### config.mk
export PLATFORM = sky130hd
export DESIGN_NAME = nlfsr_tap_engine_flat
export DESIGN_NICKNAME = d
export VERILOG_FILES = /design/src/rtl/nlfsr_tap_engine_if.sv /design/src/rtl/nlfsr_tap_engine.sv /design/src/flat_wrapper.sv
export SDC_FILE = /design/constraint.sdc
export NUM_CORES = 1
export LEC_CHECK = 0
export CAP_MARGIN = 0
export CORE_UTILIZATION = 52
export DETAILED_ROUTE_END_ITERATION = 8
export GPL_TIMING_DRIVEN = 0
export PLACE_DENSITY = 0.84
export SLEW_MARGIN = 5
export SYNTH_ARGS = -nofsm -noshare
export SYNTH_HDL_FRONTEND = slang
export SYNTH_SLANG_ARGS = --single-unit
### constraint.sdc
create_clock -name clk -period 4.4 [get_ports clk]
set_input_delay 0.44 -clock clk [delete_from_list [all_inputs] [get_ports clk]]
set_output_delay 0.44 -clock clk [all_outputs]
set_load 0.02 [all_outputs]
### src/rtl/nlfsr_tap_engine_if.sv
// Handshake and data bundle between the host/config side and the NLFSR tap engine.
`timescale 1ns/1ps
interface nlfsr_tap_engine_if #(
   parameter int SIZE = 32
);
   logic            start;
   logic [7:0]      cfg_data;
   logic            cfg_valid;
   logic            cfg_ready;
   logic [SIZE-1:0] seed;
   logic            seed_valid;
   logic            step;
   logic            out_bit;
   logic            out_valid;
   logic [SIZE-1:0] register_q;
   logic            running;
   logic            cfg_err;
   logic            zero_lock;

   modport master (
      output start, cfg_data, cfg_valid, seed, seed_valid, step,
      input  cfg_ready, out_bit, out_valid, register_q, running, cfg_err, zero_lock
   );

   modport slave (
      input  start, cfg_data, cfg_valid, seed, seed_valid, step,
      output cfg_ready, out_bit, out_valid, register_q, running, cfg_err, zero_lock
   );
endinterface

### src/rtl/nlfsr_tap_engine.sv
// NLFSR keystream generator: byte-serial tap loading, seeding, then one output bit per step
// with feedback from AND-triples and linear XOR taps.
`timescale 1ns/1ps
module nlfsr_tap_engine #(
   parameter int SIZE        = 32,
   parameter int NUM_TRIPLES = 2,
   parameter int NUM_LIN     = 2
) (
   input logic                clk,
   input logic                res,
   nlfsr_tap_engine_if.slave  bus
);
   localparam int NUM_OF_TAPS = 3*NUM_TRIPLES + NUM_LIN;
   localparam int IDX_W       = $clog2(SIZE);
   localparam int CNT_W       = $clog2(NUM_OF_TAPS + 1);

   typedef enum logic [2:0] {
      IDLE = 3'd0,
      LOAD = 3'd1,
      SEED = 3'd2,
      RUN  = 3'd3,
      ERR  = 3'd4
   } state_t;

   state_t           state_r;
   logic [IDX_W-1:0] tap_r [NUM_OF_TAPS];
   logic [CNT_W-1:0] cnt_r;
   logic [SIZE-1:0]  reg_r;
   logic             out_bit_r;
   logic             out_valid_r;
   logic             cfg_err_r;
   logic             fb_s;
   logic             accept_s;

   // Index 0 is reserved and nothing at or beyond SIZE addresses a register bit.
   function automatic logic idx_legal(input logic [7:0] b);
      return (b != 8'd0) && ({1'b0, b} < 9'(SIZE));
   endfunction

   assign accept_s = bus.cfg_valid && (state_r == LOAD);

   // Feedback: XOR of every AND-triple product with every linear tap.
   always_comb begin
      fb_s = 1'b0;
      for (int t = 0; t < NUM_TRIPLES; t++) begin
         fb_s = fb_s ^ (reg_r[tap_r[3*t]] & reg_r[tap_r[3*t+1]] & reg_r[tap_r[3*t+2]]);
      end
      for (int l = 0; l < NUM_LIN; l++) begin
         fb_s = fb_s ^ reg_r[tap_r[3*NUM_TRIPLES+l]];
      end
   end

   // Control FSM, tap storage and shift register; start overrides every other input.
   always_ff @(posedge clk or negedge res) begin
      if (!res) begin
         state_r     <= IDLE;
         cnt_r       <= {CNT_W{1'b0}};
         reg_r       <= {SIZE{1'b0}};
         out_bit_r   <= 1'b0;
         out_valid_r <= 1'b0;
         cfg_err_r   <= 1'b0;
         for (int k = 0; k < NUM_OF_TAPS; k++) begin
            tap_r[k] <= {IDX_W{1'b0}};
         end
      end else if (bus.start) begin
         state_r     <= LOAD;
         cnt_r       <= CNT_W'(1);
         cfg_err_r   <= 1'b0;
         out_valid_r <= 1'b0;
      end else begin
         out_valid_r <= 1'b0;
         case (state_r)
            IDLE: begin
               state_r <= IDLE;
            end
            LOAD: begin
               if (accept_s) begin
                  if (idx_legal(bus.cfg_data)) begin
                     for (int k = 0; k < NUM_OF_TAPS; k++) begin
                        if (cnt_r == CNT_W'(k + 1)) begin
                           tap_r[k] <= bus.cfg_data[IDX_W-1:0];
                        end
                     end
                     cnt_r <= cnt_r + CNT_W'(1);
                     if (cnt_r == CNT_W'(NUM_OF_TAPS)) begin
                        state_r <= SEED;
                     end
                  end else begin
                     cfg_err_r <= 1'b1;
                     state_r   <= ERR;
                  end
               end
            end
            SEED: begin
               if (bus.seed_valid) begin
                  reg_r   <= bus.seed;
                  state_r <= RUN;
               end
            end
            RUN: begin
               if (bus.step) begin
                  reg_r       <= {reg_r[0] ^ fb_s, reg_r[SIZE-1:1]};
                  out_bit_r   <= reg_r[0];
                  out_valid_r <= 1'b1;
               end
            end
            ERR: begin
               state_r <= ERR;
            end
            default: begin
               state_r <= IDLE;
            end
         endcase
      end
   end

   assign bus.cfg_ready  = (state_r == LOAD);
   assign bus.running    = (state_r == RUN);
   assign bus.zero_lock  = (state_r == RUN) && (reg_r == {SIZE{1'b0}});
   assign bus.register_q = reg_r;
   assign bus.out_bit    = out_bit_r;
   assign bus.out_valid  = out_valid_r;
   assign bus.cfg_err    = cfg_err_r;
endmodule

### src/flat_wrapper.sv
// flat-port wrapper written by rule: the top's interface ports become plain ports
module nlfsr_tap_engine_flat 
#(
   parameter int SIZE        = 32,
   parameter int NUM_TRIPLES = 2,
   parameter int NUM_LIN     = 2
)
  (clk, res, bus_start, bus_cfg_data, bus_cfg_valid, bus_seed, bus_seed_valid, bus_step, bus_cfg_ready, bus_out_bit, bus_out_valid, bus_register_q, bus_running, bus_cfg_err, bus_zero_lock);
  nlfsr_tap_engine_if #(.SIZE(SIZE)) bus_i ();
  input logic clk;
  input logic res;
  input wire logic [$bits(bus_i.start)-1:0] bus_start;
  input wire logic [$bits(bus_i.cfg_data)-1:0] bus_cfg_data;
  input wire logic [$bits(bus_i.cfg_valid)-1:0] bus_cfg_valid;
  input wire logic [$bits(bus_i.seed)-1:0] bus_seed;
  input wire logic [$bits(bus_i.seed_valid)-1:0] bus_seed_valid;
  input wire logic [$bits(bus_i.step)-1:0] bus_step;
  output wire logic [$bits(bus_i.cfg_ready)-1:0] bus_cfg_ready;
  output wire logic [$bits(bus_i.out_bit)-1:0] bus_out_bit;
  output wire logic [$bits(bus_i.out_valid)-1:0] bus_out_valid;
  output wire logic [$bits(bus_i.register_q)-1:0] bus_register_q;
  output wire logic [$bits(bus_i.running)-1:0] bus_running;
  output wire logic [$bits(bus_i.cfg_err)-1:0] bus_cfg_err;
  output wire logic [$bits(bus_i.zero_lock)-1:0] bus_zero_lock;
  assign bus_i.start = bus_start;
  assign bus_i.cfg_data = bus_cfg_data;
  assign bus_i.cfg_valid = bus_cfg_valid;
  assign bus_i.seed = bus_seed;
  assign bus_i.seed_valid = bus_seed_valid;
  assign bus_i.step = bus_step;
  assign bus_cfg_ready = bus_i.cfg_ready;
  assign bus_out_bit = bus_i.out_bit;
  assign bus_out_valid = bus_i.out_valid;
  assign bus_register_q = bus_i.register_q;
  assign bus_running = bus_i.running;
  assign bus_cfg_err = bus_i.cfg_err;
  assign bus_zero_lock = bus_i.zero_lock;
  nlfsr_tap_engine #(.SIZE(SIZE), .NUM_TRIPLES(NUM_TRIPLES), .NUM_LIN(NUM_LIN)) u_core (.clk(clk), .res(res), .bus(bus_i));
endmodule
==> results.cfg <==
[run_status]
status = complete, no violations

[timing]
period_needed_ns = 3.19
clock-skew-final_ns = 0.00577
worst_slew_pin_slew_ns = 0.937
hold_viol = 0
relSlewSlack_pct = 35.9
slew_violations = 0
setup_viol = 0
rsz0062_at_grt = no
fmax_ghz = 0.313
fin_crit_sh_pct = 72.6
fin_setup_tns_ns = 0
hold_slack_ns = 0.0158

[floorplanning]
die_width_um = 110
core_sq_um = 11400
rows = 39
die_y_um = 110
io_pins = 84
start_util_pct = 53.2
die-area_sq_um = 12100

[worst_setup_path]
reg2reg_to = u_core.bus.register_q[31]
criticalPathCategory = reg -> reg
cp-end-kind = flip-flop
critPathBufInv = 1
crit_top_cell = a21oi_1
worstReg2RegStart = u_core.bus.register_q[16]
crit_slowest_cell = a2111oi_0
crit_path_max_fanout = 10
critPathTopFamily = compound AO/OA/AOI/OAI gates
reg2reg_depth = 9
max_stage_delay_ns = 0.82
arrival_ns = 3.41
crit_required_ns = 4.61
critPathLaunchType = flip-flop
path_cells = clkbuf_1 > mux4_2 > mux2i_1 > o21ai_0 > a21oi_1 > a2111oi_0 > xnor2_1 > a21oi_1 > a21oi_1
rrSetupSlack_ns = 1.21
path_depth = 9

[synthesis]
syn_area_sq_um = 6050
synthesis.instances = 563
synth.top_cell.area_share_pct = 33.9
syn_avg_cell_area_sq_um = 10.7
yosys-top-cells-area = dfrtp_1 (34%), mux4_2 (19%), mux2i_1 (9.9%)
synth_seq_cells = 82
synth_seq_area_share_pct = 33.9
synth_ff_type = dfrtp_1
synth_area_leader_cell = dfrtp_1
synth_warnings = 0
ys_types = 52
syn-num-nets = 613
ys_async_sr_fraction_pct = 100
synth-edff-count = 0

[global_routing]
grt_usage_pct = 33.5
grt_pass1_wl_um = 29600
grt_pass1_vias = 5508
grt_max_degree = 56
antenna_found_initial = 0
overflow = 0

[layout]
mostFrequentLayoutCells = dfrtp_1 (82), clkdlybuf4s50_1 (81), clkbuf_1 (66)
drive_above_1_share_pct = 19.2
fillers = 830
final_net_count = 707
antennaDiodeCount = 0
areaGrowthSynthToFinish_pct = 22.1
final_common_cell = dfrtp_1

[clocking]
cts_sinks = 82
post-cts-setup-buffers = 0
clkSlewWorstSetupHoldPaths_ns = 0.07
insertion_delay_ns = 0.35
cts_resized = 0
numCtsBuffers = 9
clk_path_buf_depth = 2
h-tree-depth = 3
ctsHoldBuffers = 0
cts_tree = done
cts-root-buf = clkbuf_16

[drt]
wl_per_cell_um = 23.8
num_vias = 5520
antenna_left = 0
drc = 0
drt-vias-per-instance = 6.86
drt_first_iter_violations = 731
drt_first_pass_iters = 5
wirelength_um = 19200

[placed_design]
gp_congestion = 0.923
dp_hpwl_um = 13000
port_buffers = 82

[hold_path]
hold_path_class = in -> async

[power]
peakVddDrop_uv = 252
p_leak_nw = 3.05
powerDensity_nw_per_um2 = 380

[flow_run]
cap_violations = 0
cell usage after synthesis (3+ instances only):
cell	instances
and3_1	5
a21oi_1	10
nand2_1	55
nor2_1	21
nor2b_1	8
mux2_2	48
mux4_2	50
inv_1	11
nor3b_1	3
o21ai_0	38
buf_2	6
nand2b_1	10
nand3_1	10
xor2_1	3
nor3_1	9
o22ai_1	5
nand4b_1	3
ha_1	4
dfrtp_1	82
mux2i_1	60
clkbuf_1	66
o2bb2ai_1	3
nand4_1	3
nor4_1	12
power breakdown:
group / leakage (nW) / switching (mW) / internal (mW)
logic: 1.81 / 0.629 / 0.483
registers: 1.09 / 0.0723 / 0.834
clock network: 0.148 / 0.321 / 0.473
total: 3.05 / 1.02 / 1.79
cells by family after synthesis:
kind of cell | after synthesis | synth area share (%)
flip-flops | 82 | 33.9
multiplexers | 161 | 38.5
AO/OA/AOI/OAI | 73 | 7.15
XOR/XNOR | 6 | 1.10
buffers and inverters | 86 | 5.58
adder cells (fa/ha/maj) | 4 | 0.827
AND/OR/NAND/NOR | 151 | 12.9
how the worst max path moves through the flow:
stage	slack, ns	to	from
3_3_place_gp	0.14	u_core.bus.register_q[29]	res
6_report	1.21	u_core.bus.register_q[31]	u_core.bus.register_q[16]
4_1_cts	1.32	u_core.tap_r[38]	bus_cfg_data[3]
2_1_floorplan	1.80	u_core.bus.register_q[31]	u_core.tap_r[3]
3_5_place_dp	0.94	u_core.tap_r[36]	bus_cfg_data[0]
5_1_grt	1.14	u_core.bus.register_q[31]	u_core.bus.register_q[16]
layer usage:
metal	GRT usage [%]	vias to the layer above	share of wire, %
met1	41.7	2659	35
met4	20.3	0	6.2
met5	0	-	0
li1	-	2273	-
met2	52.3	464	47
met3	8.95	124	12
stage by stage:
stage               total power [mW]  instances  cell area [sq um]  utilization, %  worst slack (ns)
detailed placement              1.98        789               7080            62.2             0.939
floorplan                       1.54        563               6050               -              1.80
global route                    2.89        805               7390            65.0              1.14
CTS                             2.77        805               7390            65.0              1.32
finish                          2.81        805               7390            65.0              1.21
global placement                1.94        788               7050            62.0             0.141
layout make-up:
cell class | instances | area (sq um) | area share (%)
Inverter | 12 | 45.0 | 0.609
Buffer | 74 | 293 | 3.96
Clock buffer | 11 | 253 | 3.42
Clock inverter | 5 | 62.6 | 0.846
Timing Repair Buffer | 83 | 846 | 11.4
Sequential cell | 82 | 2050 | 27.8
Multi-Input combinational cell | 395 | 3660 | 49.5
Tap cell | 143 | 179 | 2.42
registers in the layout, summed over array words and instances (netlist names):
name	count
u_core.bus.cfg_err	1
u_core.bus.out_bit	1
u_core.bus.out_valid	1
u_core.bus.register_q	32
u_core.cnt_r	4
u_core.state_r	3
u_core.tap_r	40
Note: power is estimated with default switching activity, not from simulation.
